===== config.mk =====
export PLATFORM = sky130hd
export DESIGN_NAME = fifo_ram_ctrl
export DESIGN_NICKNAME = d
export VERILOG_FILES = /design/src/rtl/fifo_pkg.sv /design/src/rtl/fifo_rd_pipe.sv /design/src/rtl/fifo_ram_ctrl.sv
export SDC_FILE = /design/constraint.sdc
export NUM_CORES = 1
export LEC_CHECK = 0
export CORE_MARGIN = 8
export CORE_UTILIZATION = 40
export DETAILED_ROUTE_END_ITERATION = 12
export GPL_TIMING_DRIVEN = 1
export PLACE_DENSITY = 0.76
export SYNTH_ARGS = -nofsm -noshare
export SYNTH_HDL_FRONTEND = slang
export SYNTH_HIERARCHICAL = 1
export SYNTH_SLANG_ARGS = --single-unit

===== constraint.sdc =====
create_clock -name clk -period 4.6 [get_ports clk]
set_input_delay 0.46 -clock clk [delete_from_list [all_inputs] [get_ports clk]]
set_output_delay 0.46 -clock clk [all_outputs]
set_load 0.02 [all_outputs]

===== src/rtl/fifo_pkg.sv =====
// Shared defaults and types for the FIFO RAM controller and its read pipe.
package fifo_pkg;

    localparam int unsigned DefDataWidth  = 16;
    localparam int unsigned DefDepth      = 1024;
    localparam int unsigned DefAddrSize   = 10;
    localparam int unsigned DefRdLatency  = 2;
    localparam int unsigned DefAfMargin   = 2;
    localparam int unsigned DefCountWidth = DefAddrSize + 1;

    typedef enum logic {
        PRI_WR = 1'b0,
        PRI_RD = 1'b1
    } pri_e;

endpackage


===== src/rtl/fifo_rd_pipe.sv =====
// Valid strobe delay line matching the RAM read latency; cleared by reset.
module fifo_rd_pipe #(
    parameter int unsigned RD_LATENCY = 2
) (
    input  logic clk,
    input  logic rst,
    input  logic gnt_i,
    output logic valid_o
);

    logic [RD_LATENCY-1:0] pipe_q, pipe_d;

    always_comb begin
        pipe_d = (pipe_q << 1) | RD_LATENCY'(gnt_i);
    end

    always_ff @(posedge clk) begin
        if (rst) begin
            pipe_q <= '0;
        end else begin
            pipe_q <= pipe_d;
        end
    end

    assign valid_o = pipe_q[RD_LATENCY-1];

endmodule


===== src/rtl/fifo_ram_ctrl.sv =====
// Synchronous FIFO controller using a single-port RAM as storage, one access per cycle.
module fifo_ram_ctrl
    import fifo_pkg::*;
#(
    parameter int unsigned DATA_WIDTH = DefDataWidth,
    parameter int unsigned DEPTH      = DefDepth,
    parameter int unsigned ADDR_SIZE  = DefAddrSize,
    parameter int unsigned RD_LATENCY = DefRdLatency,
    parameter int unsigned AF_MARGIN  = DefAfMargin
) (
    input  logic                  clk,
    input  logic                  rst,
    input  logic                  wr_req,
    input  logic [DATA_WIDTH-1:0] wr_data,
    output logic                  wr_gnt,
    input  logic                  rd_req,
    output logic                  rd_gnt,
    output logic [DATA_WIDTH-1:0] rd_data,
    output logic                  rd_valid,
    output logic                  rd_parity,
    output logic                  full,
    output logic                  empty,
    output logic                  almost_full,
    output logic [ADDR_SIZE:0]    count,
    output logic                  overflow,
    output logic                  underflow,
    output logic [DATA_WIDTH-1:0] ram_din,
    output logic [ADDR_SIZE-1:0]  ram_addr,
    output logic                  ram_wr_en,
    output logic                  ram_rd_en,
    output logic                  ram_blk_select,
    output logic                  ram_dout_en,
    input  logic [DATA_WIDTH-1:0] ram_dout,
    input  logic                  ram_parity
);

    localparam int unsigned CountWidth = ADDR_SIZE + 1;
    localparam logic [ADDR_SIZE-1:0]  LastAddr = ADDR_SIZE'(DEPTH - 1);
    localparam logic [CountWidth-1:0] FullCnt  = CountWidth'(DEPTH);
    localparam logic [CountWidth-1:0] AfCnt    = CountWidth'(DEPTH - AF_MARGIN);

    logic [ADDR_SIZE-1:0]  wr_ptr_q, wr_ptr_d;
    logic [ADDR_SIZE-1:0]  rd_ptr_q, rd_ptr_d;
    logic [CountWidth-1:0] count_q, count_d;
    logic                  overflow_q, underflow_q;
    pri_e                  pri_q, pri_d;
    logic                  wr_ok, rd_ok;

    assign full        = (count_q == FullCnt);
    assign empty       = (count_q == '0);
    assign almost_full = (count_q >= AfCnt);
    assign count       = count_q;
    assign overflow    = overflow_q;
    assign underflow   = underflow_q;

    assign wr_ok = wr_req & ~full;
    assign rd_ok = rd_req & ~empty;

    // Priority register: flips only when both sides were eligible.
    always_ff @(posedge clk) begin
        if (rst) begin
            pri_q <= PRI_WR;
        end else begin
            pri_q <= pri_d;
        end
    end

    always_comb begin
        pri_d = pri_q;
        if (wr_ok && rd_ok) begin
            pri_d = (pri_q == PRI_WR) ? PRI_RD : PRI_WR;
        end
    end

    always_comb begin
        wr_gnt = 1'b0;
        rd_gnt = 1'b0;
        if (wr_ok && rd_ok) begin
            wr_gnt = (pri_q == PRI_WR);
            rd_gnt = (pri_q == PRI_RD);
        end else begin
            wr_gnt = wr_ok;
            rd_gnt = rd_ok;
        end
    end

    always_comb begin
        wr_ptr_d = wr_ptr_q;
        rd_ptr_d = rd_ptr_q;
        count_d  = count_q;
        if (wr_gnt) begin
            wr_ptr_d = (wr_ptr_q == LastAddr) ? '0 : wr_ptr_q + 1'b1;
            count_d  = count_q + 1'b1;
        end else if (rd_gnt) begin
            rd_ptr_d = (rd_ptr_q == LastAddr) ? '0 : rd_ptr_q + 1'b1;
            count_d  = count_q - 1'b1;
        end
    end

    always_ff @(posedge clk) begin
        if (rst) begin
            wr_ptr_q    <= '0;
            rd_ptr_q    <= '0;
            count_q     <= '0;
            overflow_q  <= 1'b0;
            underflow_q <= 1'b0;
        end else begin
            wr_ptr_q    <= wr_ptr_d;
            rd_ptr_q    <= rd_ptr_d;
            count_q     <= count_d;
            overflow_q  <= wr_req & full;
            underflow_q <= rd_req & empty;
        end
    end

    assign ram_din        = wr_data;
    assign ram_addr       = wr_gnt ? wr_ptr_q : rd_ptr_q;
    assign ram_wr_en      = wr_gnt;
    assign ram_rd_en      = rd_gnt;
    assign ram_blk_select = wr_gnt | rd_gnt;
    assign ram_dout_en    = 1'b1;

    assign rd_data   = ram_dout;
    assign rd_parity = ram_parity;

    fifo_rd_pipe #(
        .RD_LATENCY(RD_LATENCY)
    ) u_rd_pipe (
        .clk    (clk),
        .rst    (rst),
        .gnt_i  (rd_gnt),
        .valid_o(rd_valid)
    );

endmodule

# Word level (Yosys, flattened, before mapping)
# Index checks and enable logic that the tools add are counted.
[totals]
output_inout_bits = 66
regBits = 36
wordCells = 37
input_bits = 37
[classes]
bitwise_logic = 10
reduce_logical = 4
n_eq_ne = 3
muxes = 8
addsub = 4
magnitude_cmp = 1
[op_table]
columns = ["cell", "count"]
rows = [
  ["$mux W10", 3],
  ["$mux W11", 2],
  ["$add A10 B1 Y10 const B", 2],
  ["$eq A10 B10 Y1 const B", 2],
  ["$add A11 B1 Y11 const B", 1],
  ["$eq A11 B11 Y1 const B", 1],
  ["$ge A11 B10 Y1 const B", 1],
  ["$logic_not A11 Y1", 1],
  ["$sub A11 B1 Y11 const B", 1],
  ["$and A1 B1 Y1", 4],
  ["$not A1 Y1", 4],
  ["$mux W1", 3],
  ["$or A2 B1 Y2", 1],
  ["$reduce_and A2 Y1", 1],
  ["$reduce_bool A2 Y1", 1],
  ["$logic_and A1 B1 Y1", 1],
  ["$or A1 B1 Y1", 1],
]

# Logic depth before layout (Yosys ltp)
# Gate-level depths: netlist (run 1).
[depth]
word_depth = 7
depth_mapped = 13
depth_no_buf = 11

# Cells and area by module
# The synthesis (run 1) kept the hierarchy.
[modules_own_cells]
columns = ["module", "seq_area_each_um2", "cells_each", "area_each_um2", "instances"]
rows = [
  ["fifo_ram_ctrl", 680.7, 315, 2433.6, 1],
  ["fifo_rd_pipe", 40.0, 4, 52.6, 1],
]

# Least setup slack after synthesis (run 1)
# No wires, ideal clock.
[synth_path]
path_type = "register to register"
startpoint = "register count_q[6] (netlist: count[6])"
endpoint = "register count_q[8] (netlist: count[8])"
slack_ps = 1210
required_time_ps = 4477
n_path_buf = 2
stages_incl_launch_ff = 14
synth_period_minus_slack_ps = 3390
arrival_ps = 3266
setup_time_ps = 123
cell_sequence = "dfxtp_1 -> buf_2 -> nor4_4 -> nand4_1 -> nand3_1 -> inv_1 -> buf_2 -> xnor2_1 -> ha_1 -> or4_2 -> nor4_1 -> o21ai_0 -> a21oi_1 -> mux2_1"
[synth_between]
elab_chain_len = 6
word_cells_on_any_way = 14
classes_between = "2 x add/sub; 1 x eq/ne; 4 x mux; 4 x bitwise; 3 x reduce/logical"
[synth_lines]
columns = ["item", "line_no", "text"]
rows = [
  ["start, declared", "fifo_ram_ctrl.sv:44", "logic [CountWidth-1:0] count_q, count_d;"],
  ["start signal, assigned", "fifo_ram_ctrl.sv:110", "count_q <= count_d;"],
  ["parallel branches: the longest is 6 deep, another holds $sub A11 B1 Y11", "-", ""],
]
# Several ways; the timed one is not identified. The select of a mux whose other input is x is not followed.
# A chain may end at the register's enable or synchronous reset.

# Worst setup path in the final report (run 1)
[layout_path]
startpoint = "register count_q[1] (netlist: count[1])"
endpoint = "register count_q[8] (netlist: count[8])"
# Same word-level chain as after synthesis.

==> results.toml, run 1 <==
[clock_network]
ctsResizeCount = 0
clk_pin_slew_ns = 0.08
clk_path_buf_depth = 2
ctsHtreeMaxLevel = 2
ctsRootBufferMaster = "clkbuf_8"
cts_buffers = 5
hold_buffers = 0
clock-sinks = 36
clock_latency_ns = 0.29
cts_setup_buffers = 0
cts_tree = "built"

[synthesis]
synth_top_family_by_area = "simple AND/OR/NAND/NOR gates"
async_flop_share_pct = 0
ys_seq_area_share_pct = 29.0
ys.warnings.count = 6
syn_area_um2 = 2490
synth_xor_xnor_area_share_pct = 3.52
syn_avg_cell_area_um2 = 7.79
synthesis.nets = 359
synth_mux_area_share_pct = 4.48
syn_inst = 319
synth.distinct_cells = 51
ys.flop_type = "dfxtp_1"
synth_top_area_share_pct = 29.0
ys_ff_latch = 36
synthTopCellsByArea = "dfxtp_1, buf_4, nand2_1"
synth_area_leader_cell = "dfxtp_1"
synthAdderAreaFrac_pct = 1.51
synth_enable_flop_cells = 0
synth_compound_area_share_pct = 15.2
synth_simple_gate_area_share_pct = 30.3

[global_routing]
grt_pass1_wl_um = 9640
grt.overflow.total = 0
antenna_found_initial = 0
grt_pass1_vias = 2056
grt.total_usage_pct = 13.3
grt_max_degree = 28

[route]
routed_wl_um = 5890
viasPerCell = 5.60
antenna_left = 0
drt-initial-drc-count = 165
first_pass_iters = 5
drc = 0
wire_per_inst_um = 15.2
vias = 2169

[finish]
mostFrequentLayoutCell = "nand2_1"
drive_above_1_share_pct = 10.3
antenna_cells = 0
layout_common_cells = "nand2_1, dfxtp_1, clkdlybuf4s50_1, nor2_1"
fin_nets = 351
stdcell_area_um2 = 2720
areaGrowthSynthToFinish_pct = 9.56

[critical_path]
cp.required_ns = 4.78
reg2reg_setup_slack_ns = 0.97
worst_setup_path_start_kind = "flop"
slowest_delay_ns = 0.58
path_cells = "nor4_2, nand4_1, nand3_1, buf_4, inv_1, xnor2_1, ha_1, or4_2, nor4_1, o21ai_0, a21oi_1, mux2_1"
end_kind = "flop"
rr_endpoint = "count[8]$_SDFFE_PP0P_"
crit_slowest_cell = "or4_2"
critical_path.max_fanout = 14
rr_startpoint = "count[1]$_SDFFE_PP0P_"
reg2reg_depth = 12
critPathLaunch = "count[1]$_SDFFE_PP0P_"
worstSetupPathType = "reg2reg"
cp.arrival_ns = 3.82
critPathCapture = "count[8]$_SDFFE_PP0P_"

[floorplanning]
io_pins = 103
core_area_um2 = 5960
initial_utilization_pct = 41.7
die_area_um2 = 8990
dieHeight_um = 94.8
die_x_um = 94.8
placementRows = 28

[timing]
max_freq_mhz = 275
finalSetupViolCount = 0
fin_crit_sh_pct = 79.0
slew_headroom_pct = 40.4
fin_crit_ns = 3.63
rsz0062_at_grt = "no"
fin_worst_skew_ns = 0.00782
maxSlewViolCount = 0
post-route-worst-setup-slack_ns = 0.965
worst_slew_pin_slew_ns = 0.892
finalHoldViolCount = 0
setup_tns_ns = 0

[placed_design]
portBuffers = 35
dp_slack_ns = 0.772
dpl_cell_area_um2 = 2600
place_congestion = 0.855
dp_hpwl_um = 4190

[power]
power.density_nw_per_um2 = 595
leakagePower_nw = 1.03
ir_drop_mv = 0.332

[worst_hold_path]
min_path_type = "reg2reg"

[outcome]
outcome = "complete, no violations"

[job]
maxCapViolations = 0
cells by family (layout without fill, tap and decap cells):
kind of cell | after synthesis | count (layout)
mux | 10 | 10
buf+inv | 63 | 56
compound gates | 51 | 51
xor+xnor | 10 | 10
simple gates | 145 | 145
flops | 36 | 36
fa+ha+maj | 3 | 3
other cells | 1 | 1
flip-flops by register name, indices dropped and copies added (netlist names):
name / count
overflow: 1
count: 11
rd_ptr_q: 10
wr_ptr_q: 10
underflow: 1
u_rd_pipe/pipe_q: 2
pri_q: 1
stage by stage:
stage | cells | total power [W] | hold WS [ns] | util, %
6_report | 387 | 0.00162 | 0.440 | 45.7
5_1_grt | 387 | 0.00172 | 0.469 | 45.7
4_1_cts | 387 | 0.00163 | 0.444 | 45.7
3_5_place_dp | 379 | 0.00131 | 0.425 | 43.6
3_3_place_gp | 379 | 0.00129 | 0.418 | 43.6
2_1_floorplan | 319 | 0.00110 | 0.414 | -
layout make-up:
type                            count  area, um^2
Timing Repair Buffer               38         373
Tap cell                           75        93.8
Sequential cell                    36         721
Clock buffer                        7        96.3
Inverter                           10        37.5
Clock inverter                      1        30.0
Multi-Input combinational cell    220        1370
Fill cell                         605        3230
critical path: cells and delay by family, from the launching register on:
family                   cells  cell delay [ns]
multiplexers                 1             0.33
XOR/XNOR                     1             0.13
buffers and inverters        2             0.27
flip-flops                   1             0.43
AO/OA/AOI/OAI                2             0.31
AND/OR/NAND/NOR              5             1.78
adder cells (fa/ha/maj)      1             0.26
how the worst min path moves through the flow:
stage,endpoint,cells past startpoint,slack (ns),from
CTS,u_rd_pipe/pipe_q[1]$_SDFF_PP0_,1,0.44,u_rd_pipe/pipe_q[0]$_SDFF_PP0_
finish,u_rd_pipe/pipe_q[1]$_SDFF_PP0_,1,0.44,u_rd_pipe/pipe_q[0]$_SDFF_PP0_
detailed placement,u_rd_pipe/pipe_q[1]$_SDFF_PP0_,1,0.43,u_rd_pipe/pipe_q[0]$_SDFF_PP0_
global route,u_rd_pipe/pipe_q[1]$_SDFF_PP0_,1,0.47,u_rd_pipe/pipe_q[0]$_SDFF_PP0_
global placement,u_rd_pipe/pipe_q[1]$_SDFF_PP0_,1,0.42,u_rd_pipe/pipe_q[0]$_SDFF_PP0_
floorplan,u_rd_pipe/pipe_q[1]$_SDFF_PP0_,1,0.41,u_rd_pipe/pipe_q[0]$_SDFF_PP0_
where the power goes:
group	internal (W)	switching (W)	total, W	leakage [nW]
Sequential	0.000375	0.000113	0.000488	0.293
Clock	0.000191	0.000119	0.000310	0.0645
Combinational	0.000356	0.000466	0.000822	0.670
Total	0.000923	0.000698	0.00162	1.03
synth_stat cells, drive strengths merged (2+ instances only):
cell type,number
o22ai,2
nor4,4
nand3b,4
nand4,10
nor2b,12
dfxtp,36
and4,4
nor2,34
or3,2
a311oi,3
a31oi,4
nand2,39
nand3,15
or4,3
inv,10
nor3b,2
xor2,4
xnor2,6
o41ai,4
buf,43
a21oi,14
and3,6
nor3,7
o21ai,15
ha,3
clkbuf,10
mux2,9
a31o,2
metal layers:
layer	up-vias	wire length [um]	GRT usage, %
met4	0	89	4.94
met1	1012	2620	16.1
met5	-	0	0
met2	91	2650	21.0
li1	1056	-	-
met3	10	530	4.84
Power figures use the tool's default switching activity.
==> run 2, diff against run 1 <==
==> constraint.sdc (replaced) <==
create_clock -name clk -period 3.6 [get_ports clk]
set_input_delay 0.36 -clock clk [delete_from_list [all_inputs] [get_ports clk]]
set_output_delay 0.36 -clock clk [all_outputs]
set_load 0.02 [all_outputs]
==> results.toml, run 2 (same netlist as run 1, synthesis figures left out) <==
[worst_hold_path]
min_path_type = "reg2reg"
hold_start = "u_rd_pipe/pipe_q[0]$_SDFF_PP0_"
hold_depth = 1
min_to = "u_rd_pipe/pipe_q[1]$_SDFF_PP0_"

[placed_design]
dp_hpwl_um = 4200
dp.cells = 384
dp_slack_ns = 0.338
portBuffers = 35
place_congestion = 0.878

[finish]
fin_cells = 392
layout_common_cells = "nand2_1, dfxtp_1, clkdlybuf4s50_1, nor2_1"
areaGrowthSynthToFinish_pct = 9.71
fin_nets = 356
nFillCells = 604
seqCellArea_um2 = 721
largest_register_ffs = 11
multi_input_area_um2 = 1370
antenna_cells = 0
mostFrequentLayoutCell = "nand2_1"
drive_above_1_share_pct = 11.7

[global_routing]
grt.overflow.total = 0
antenna_found_initial = 0
use_met3_pct = 4.68
grt_max_degree = 34
grt_util_met2_pct = 20.0
grt.met1_usage_pct = 15.7
grt.total_usage_pct = 12.8
busiest_layer = "met2"
grt_pass1_wl_um = 9310
grt_pass1_vias = 1978

[timing]
maxSlewViolCount = 0
worst_slew_pin_slew_ns = 1.19
post-route-worst-setup-slack_ns = 0.391
setup_tns_ns = 0
finalSetupViolCount = 0
fin_worst_skew_ns = 0.00783
max_freq_mhz = 312
rsz0062_at_grt = "no"
slew_headroom_pct = 20.3
finalHoldViolCount = 0
fin_crit_ns = 3.21
fin_crit_sh_pct = 89.1
holdWs_ns = 0.442

[route]
drt-initial-drc-count = 109
wire_per_inst_um = 14.7
antenna_left = 0
viasPerCell = 5.46
routed_wl_um = 5760
first_pass_iters = 4
drc = 0
vias = 2141

[floorplanning]
die_x_um = 94.8
initial_utilization_pct = 41.7
placementRows = 28
dieHeight_um = 94.8
core_area_um2 = 5960
io_pins = 103
die_area_um2 = 8990

[clock_network]
cts_setup_buffers = 0
ctsRootBufferMaster = "clkbuf_8"
clock_latency_ns = 0.30
ctsHtreeMaxLevel = 2
clk_pin_slew_ns = 0.08
hold_buffers = 0
cts_buffers = 5
cts_tree = "built"
clk_path_buf_depth = 2
clock-sinks = 36
ctsResizeCount = 0

[critical_path]
critical_path.max_fanout = 8
worstSetupPathType = "reg2reg"
end_kind = "flop"
rr_endpoint = "count[8]$_SDFFE_PP0P_"
reg2reg_depth = 11
cp.arrival_ns = 3.40
rr_startpoint = "count[0]$_SDFFE_PP0P_"
reg2reg_setup_slack_ns = 0.39
worst_setup_path_start_kind = "flop"
cp.required_ns = 3.79

[power]
leakagePower_nw = 1.03
ir_drop_mv = 0.375
power.density_nw_per_um2 = 729

[outcome]
outcome = "complete, no violations"

[job]
maxCapViolations = 0
## run 2: cell types whose count changed in the layout (fill, tap and decap cells not counted)
cell	previous run	this run
buf_4	3	8
bufinv_16	1	0
clkbuf_8	7	5
clkinv_4	0	1
clkinvlp_4	0	2
## run 2: stage by stage
stage	total power (W)	util [%]	cell area (um^2)
detailed placement	0.00170	44.2	2640
floorplan	0.00141	-	2490
CTS	0.00201	45.8	2730
finish	0.00199	45.8	2730
global route	0.00212	45.8	2730
global placement	0.00168	44.2	2640
## run 2: how the worst max path moves through the flow
stage | start | to | slack [ns]
5_1_grt | count[6]$_SDFFE_PP0P_ | count[8]$_SDFFE_PP0P_ | 0.01
2_1_floorplan | count[6]$_SDFFE_PP0P_ | count[8]$_SDFFE_PP0P_ | 0.21
6_report | count[0]$_SDFFE_PP0P_ | count[8]$_SDFFE_PP0P_ | 0.39
3_3_place_gp | rd_req | count[8]$_SDFFE_PP0P_ | 0.39
3_5_place_dp | rd_req | count[8]$_SDFFE_PP0P_ | 0.34
4_1_cts | count[0]$_SDFFE_PP0P_ | count[8]$_SDFFE_PP0P_ | 0.40
## run 2: worst max-delay path, cell delays in order (launching register included)
cell and delay [ns]:
dfxtp_1 0.39, nor4_2 0.51, a31o_2 0.28, nand3_1 0.10
inv_1 0.11, xnor2_1 0.07, ha_1 0.23, or4_2 0.59
nor4_1 0.16, o21ai_0 0.11, a21oi_1 0.21, mux2_1 0.33
## run 2: layout make-up
cell class	count	area share, %
clock buffers	5	2.52
multi-input cells	220	50.3
flip-flops and latches	36	26.4
inverters	10	1.38
clock inverters	3	0.872
repair buffers	43	15.0
well taps	75	3.44
## run 2: power breakdown
part	internal [W]	switching, W
combinational	0.000472	0.000601
sequential	0.000480	0.000131
clock	0.000137	0.000166
## run 2: routing by layer
| layer | share of wire, % | wire (um) |
|---|---|---|
| met1 | 46 | 2630 |
| met2 | 45 | 2590 |
| met3 | 8.1 | 464 |
| met4 | 1.2 | 69 |
| met5 | 0 | 0 |
==> run 3, diff against run 2 <==
--- a/config.mk
+++ b/config.mk
@@ -10,6 +10,7 @@
 export DETAILED_ROUTE_END_ITERATION = 12
 export GPL_TIMING_DRIVEN = 1
 export PLACE_DENSITY = 0.76
+export SLEW_MARGIN = 0
 export SYNTH_ARGS = -nofsm -noshare
 export SYNTH_HDL_FRONTEND = slang
 export SYNTH_HIERARCHICAL = 1
==> results of run 3 <==
Same layout as run 2: the final DEF is identical, and so are final timing and power.
==> RTL change 1, RTL diff (config.mk and constraints of run 2) <==
The output `underflow` loses its register stage (`underflow_q` becomes a continuous assignment).
--- a/src/rtl/fifo_ram_ctrl.sv
+++ b/src/rtl/fifo_ram_ctrl.sv
@@ -103,15 +103,15 @@
             rd_ptr_q    <= '0;
             count_q     <= '0;
             overflow_q  <= 1'b0;
-            underflow_q <= 1'b0;
         end else begin
             wr_ptr_q    <= wr_ptr_d;
             rd_ptr_q    <= rd_ptr_d;
             count_q     <= count_d;
             overflow_q  <= wr_req & full;
-            underflow_q <= rd_req & empty;
         end
     end
+
+    assign underflow_q = rd_req & empty;
 
     assign ram_din        = wr_data;
     assign ram_addr       = wr_gnt ? wr_ptr_q : rd_ptr_q;
Check against the original RTL: not equivalent (Yosys sat finds a counterexample within 4 cycles, from zero or initial values and one cycle with rst high).
==> RTL change 1 against run 2 <==
- design area fell by 6.7%
- sequential cell count is 1 lower
- setup slack better by 120 ps
- critical path type is now flip-flop to output port
- largest cell class unchanged
- synthesized cell count shrank 6.9%
- register-to-register slack improved by 210 ps
- critical path depth decreased by 3
- total power up 4.9%
- routed wire length is 11% lower
- synthesized area is 7.8% lower
==> RTL change 1: results (changes against run 2) <==
* Total GRT Usage at 12.2% (was 12.8%)
* Syn Nets at 337 (was 359)
* Multiplexer share of the synthesized area at 2.29% (was 4.48%)
* Met3 Wirelength at 309 µm (was 464 µm)
* First-pass GRT wire length at 8.58 mm (was 9.31 mm)
* Compound-Gate Fraction of Synth Area at 11.0% (was 15.2%)
* CP max FO at 25 (was 8)
* Commonest cells post-synth: nand2_1, buf_4, dfxtp_1, nor2_1, a21oi_1 (was nand2_1, buf_4, dfxtp_1)
* R2r setup slk at 600 ps (was 390 ps)
* Largest cells by area after synthesis: dfxtp_1, buf_4, nand2_1, nor2_1, xnor2_1 (was dfxtp_1, buf_4, nand2_1, nor2_1, nand3_1)
* Worst vdd ir at 0.344 mV (was 0.375 mV)
* Fraction of area in multi-input gates at 48.1% (was 50.3%)
* Via density per instance at 5.17 (was 5.46)
* Clock network area share at 4.62% (was 3.39%)
* Status: finished, final reports clean (unchanged)
* Inverter count at 8 (was 10)
* Worst Hold Slack at 493 ps (was 442 ps)
* Non-CTS buffers at 39 (was 43)
* Fraction of cell area in non-clock buffers at 15.0% (about the same)
* Worst path slowest cell: clkdlybuf4s50_1 (was or4_2)
* Final GP Congestion at 0.909 (was 0.878)
* Clock sinks at 35 (was 36)
* Leak at 0.976 nW (was 1.03 nW)
* Synth Area in Adders at 1.64% (was 1.51%)
* GR met1 Demand/Resource at 14.6% (was 15.7%)
* Layout cells sized above 1 at 7.43% (was 11.7%)
* Combinational power share at 53.0% (was 54.0%)
* Worst reg2reg path startpoint: count[6] (was count[0])
* Total length of routed wires at 5.11 mm (was 5.76 mm)
* Vias in the first global route at 1755 (was 1978)
* Net Sw Frac at 43.2% (was 45.2%)
* Pwr/cell area at 820 mW/mm² (was 729 mW/mm²)
-- RTL change 1: cell count changes in the layout (fill, tap and decap cells not counted), sizes merged, moves of 5 or more --
cell | run 2 | this run
nand2 | 39 | 46
mux2 | 9 | 2
nand3 | 15 | 10
o21ai | 15 | 9
nor2b | 12 | 7
-- RTL change 1: stage by stage --
stage	area (µm²)	power (mW)	cells
2_1_floorplan	2290	1.43	297
3_3_place_gp	2430	1.71	360
3_5_place_dp	2430	1.72	360
4_1_cts	2540	2.10	368
5_1_grt	2540	2.23	368
6_report	2540	2.09	368
-- RTL change 1: how the worst max path moves through the flow --
stage                   from           to  slack, ps  cells after the start
floorplan           count[6]     count[6]        500                     14
global placement    count[6]     count[6]        680                     12
detailed placement  count[6]     count[6]        630                     12
CTS                 count[6]  ram_addr[0]        500                      8
global route        count[1]  ram_addr[4]        360                      8
finish              count[6]  ram_addr[0]        510                      8
==> RTL change 2, RTL diff (flow settings as in run 2) <==
Without the edit above. `DefAddrSize`: 10 -> 12.
--- a/src/rtl/fifo_pkg.sv
+++ b/src/rtl/fifo_pkg.sv
@@ -3,7 +3,7 @@
 
     localparam int unsigned DefDataWidth  = 16;
     localparam int unsigned DefDepth      = 1024;
-    localparam int unsigned DefAddrSize   = 10;
+    localparam int unsigned DefAddrSize   = 12;
     localparam int unsigned DefRdLatency  = 2;
     localparam int unsigned DefAfMargin   = 2;
     localparam int unsigned DefCountWidth = DefAddrSize + 1;
Interface: changed (resized count and ram_addr); port bits go from 103 to 107. No check against the original RTL was run, so the function may have changed too.
==> RTL change 2 against run 2 <==
- hold slack better by 3.2 ps
- synthesized area grew 13%
- sequential cell count is 6 higher
- setup slack lost 25 ps
- total power increased by 13%
- combinational power grew 4%
- routed wire length increased by 16%
- clock power is 51% higher
- design area is 17% higher
- core utilization up 1.3 points
==> RTL change 2: results (changes against run 2) <==
* Final cell count without fillers at 464 (was 392)
* CP top delay family: buffers and inverters (was simple AND/OR/NAND/NOR gates)
* Initial detailed-routing violation count at 162 (was 109)
* Fill count at 632 (was 604)
* Vias in the first global route at 2355 (was 1978)
* Pre-CTS setup slack at 353 ps (was 338 ps)
* Synth cell types at 48 (was 51)
* Number of CTS-inserted buffers at 5 (unchanged)
* CP max FO at 17 (was 8)
* Worst vdd ir at 0.362 mV (was 0.375 mV)
* Hpwl dp at 4.98 mm (was 4.20 mm)
* Syn Nets at 409 (was 359)
* GR met1 Demand/Resource at 16.1% (was 15.7%)
* Top_reg_cell synth: dfxtp_1 (unchanged)
* Worst path slowest cell: clkdlybuf4s50_1 (was or4_2)
* Hold/Removal Path Class: flip-flop to flip-flop (unchanged)
* Port bufs at 39 (was 35)
* Status: finished, final reports clean (unchanged)
* Seq/Total Area, Yosys at 30.0% (was 29.0%)
* Commonest cells post-synth: nand2_1, dfxtp_1, nor2_1 (was nand2_1, buf_4, dfxtp_1)
* Placed cells at 455 (was 384)
* Largest cells by area after synthesis: dfxtp_1, buf_4, nand2_1, ha_1, nor2_1 (was dfxtp_1, buf_4, nand2_1, nor2_1, nand3_1)
* N_diodes at 0 (unchanged)
* Antenna violations before repair at 0 (unchanged)
* Largest net degree at the start of global routing at 27 (was 34)
* Cells after Synth at 358 (was 319)
* Nets at 418 (was 356)
* Clk_lat worst skew at 300 ps (about the same)
* CP arrival at 2870 ps (was 3400 ps)
* Met3 usage at 3.00% (was 4.68%)
* Synth async-reset ratio at 0% (unchanged)
* Worst path max stage delay at 630 ps (was 590 ps)
* Total GRT Usage at 13.5% (was 12.8%)
* Drt pass-1 iters at 4 (unchanged)
* Slew headroom at 43.2% (was 20.3%)
* First-pass GRT wire length at 11.2 mm (was 9.31 mm)
* Leak at 1.24 nW (was 1.03 nW)
* Synthesis warning total at 6 (unchanged)
* Clk_skew at 5.00 ps (was 7.83 ps)
* Routed WL per cell at 14.3 µm (was 14.7 µm)
* Final GP Congestion at 0.983 (was 0.878)
* GRT busiest layer: met2 (unchanged)
* CTS Buffer Depth at 2 (unchanged)
* Max reg flops at 13 (was 11)
* Worst-path clk slew at approximately 90 ps
* Met2 Usage GRT at 22.4% (was 20.0%)
* Layout cells sized above 1 at 6.52% (was 11.7%)
* Vias at 2470 (was 2141)
* Htree depth at 2 (unchanged)
* Root Driver: clkbuf_8 (unchanged)
-- RTL change 2: cells by family (layout without fill, tap and decap cells) --
family          after synthesis  in the layout  synth area share, %
compound gates               58             58                 13.4
xor+xnor                     22             22                 6.88
fa+ha+maj                    14             14                 6.52
buf+inv                      54             64                 12.1
flops                        42             42                 30.0
mux                           6              6                 2.14
other cells                   1              1                0.134
simple gates                161            161                 28.8
-- RTL change 2: stage by stage --
stage | power (mW) | cell area, µm²
finish | 2.25 | 3200
global route | 2.40 | 3200
CTS | 2.25 | 3200
detailed placement | 1.78 | 3060
global placement | 1.76 | 3060
floorplan | 1.48 | 2800
-- RTL change 2: layer usage --
metal,up-vias,share of wire (%)
met5,-,0
met2,94,48
met3,15,7.5
met4,0,1.6
met1,1130,43
li1,1231,-
-- RTL change 2: what timing repair did --
action | 4_1_cts | 5_1_grt
buffers inserted | 0 | 1
setup endpoints to repair | 0 | 1
endpoints found under the hold margin | 0 | 0
resized for setup | 0 | 1
-- RTL change 2: power breakdown --
group,internal [mW],switching (mW)
logic,0.509,0.605
clock network,0.278,0.180
registers,0.540,0.135
total,1.33,0.921
-- RTL change 2: worst reg2reg max path: cells and delay by family (launching register included) --
kind | cells | cell delay, ps
compound gates | 4 | 880
simple gates | 3 | 1070
buf+inv | 2 | 480
fa+ha+maj | 1 | 300
flops | 1 | 410
-- RTL change 2: area by class of cell --
cell class                      count  area share (%)
Clock inverter                      3            2.15
Clock buffer                        5            2.15
Inverter                            9            1.05
Multi-Input combinational cell    262            50.6
Tap cell                           96            3.75
Sequential cell                    42            26.3
Timing Repair Buffer               47            14.1
-- RTL change 2: final timing paths --
kind,from,end,slack (ps),cells after the start
max,count[12],ram_addr[5],370,8
min,u_rd_pipe/pipe_q[0],u_rd_pipe/pipe_q[1],450,1
min reg2reg,u_rd_pipe/pipe_q[0],u_rd_pipe/pipe_q[1],450,1
max reg2reg,count[12],count[12],370,10
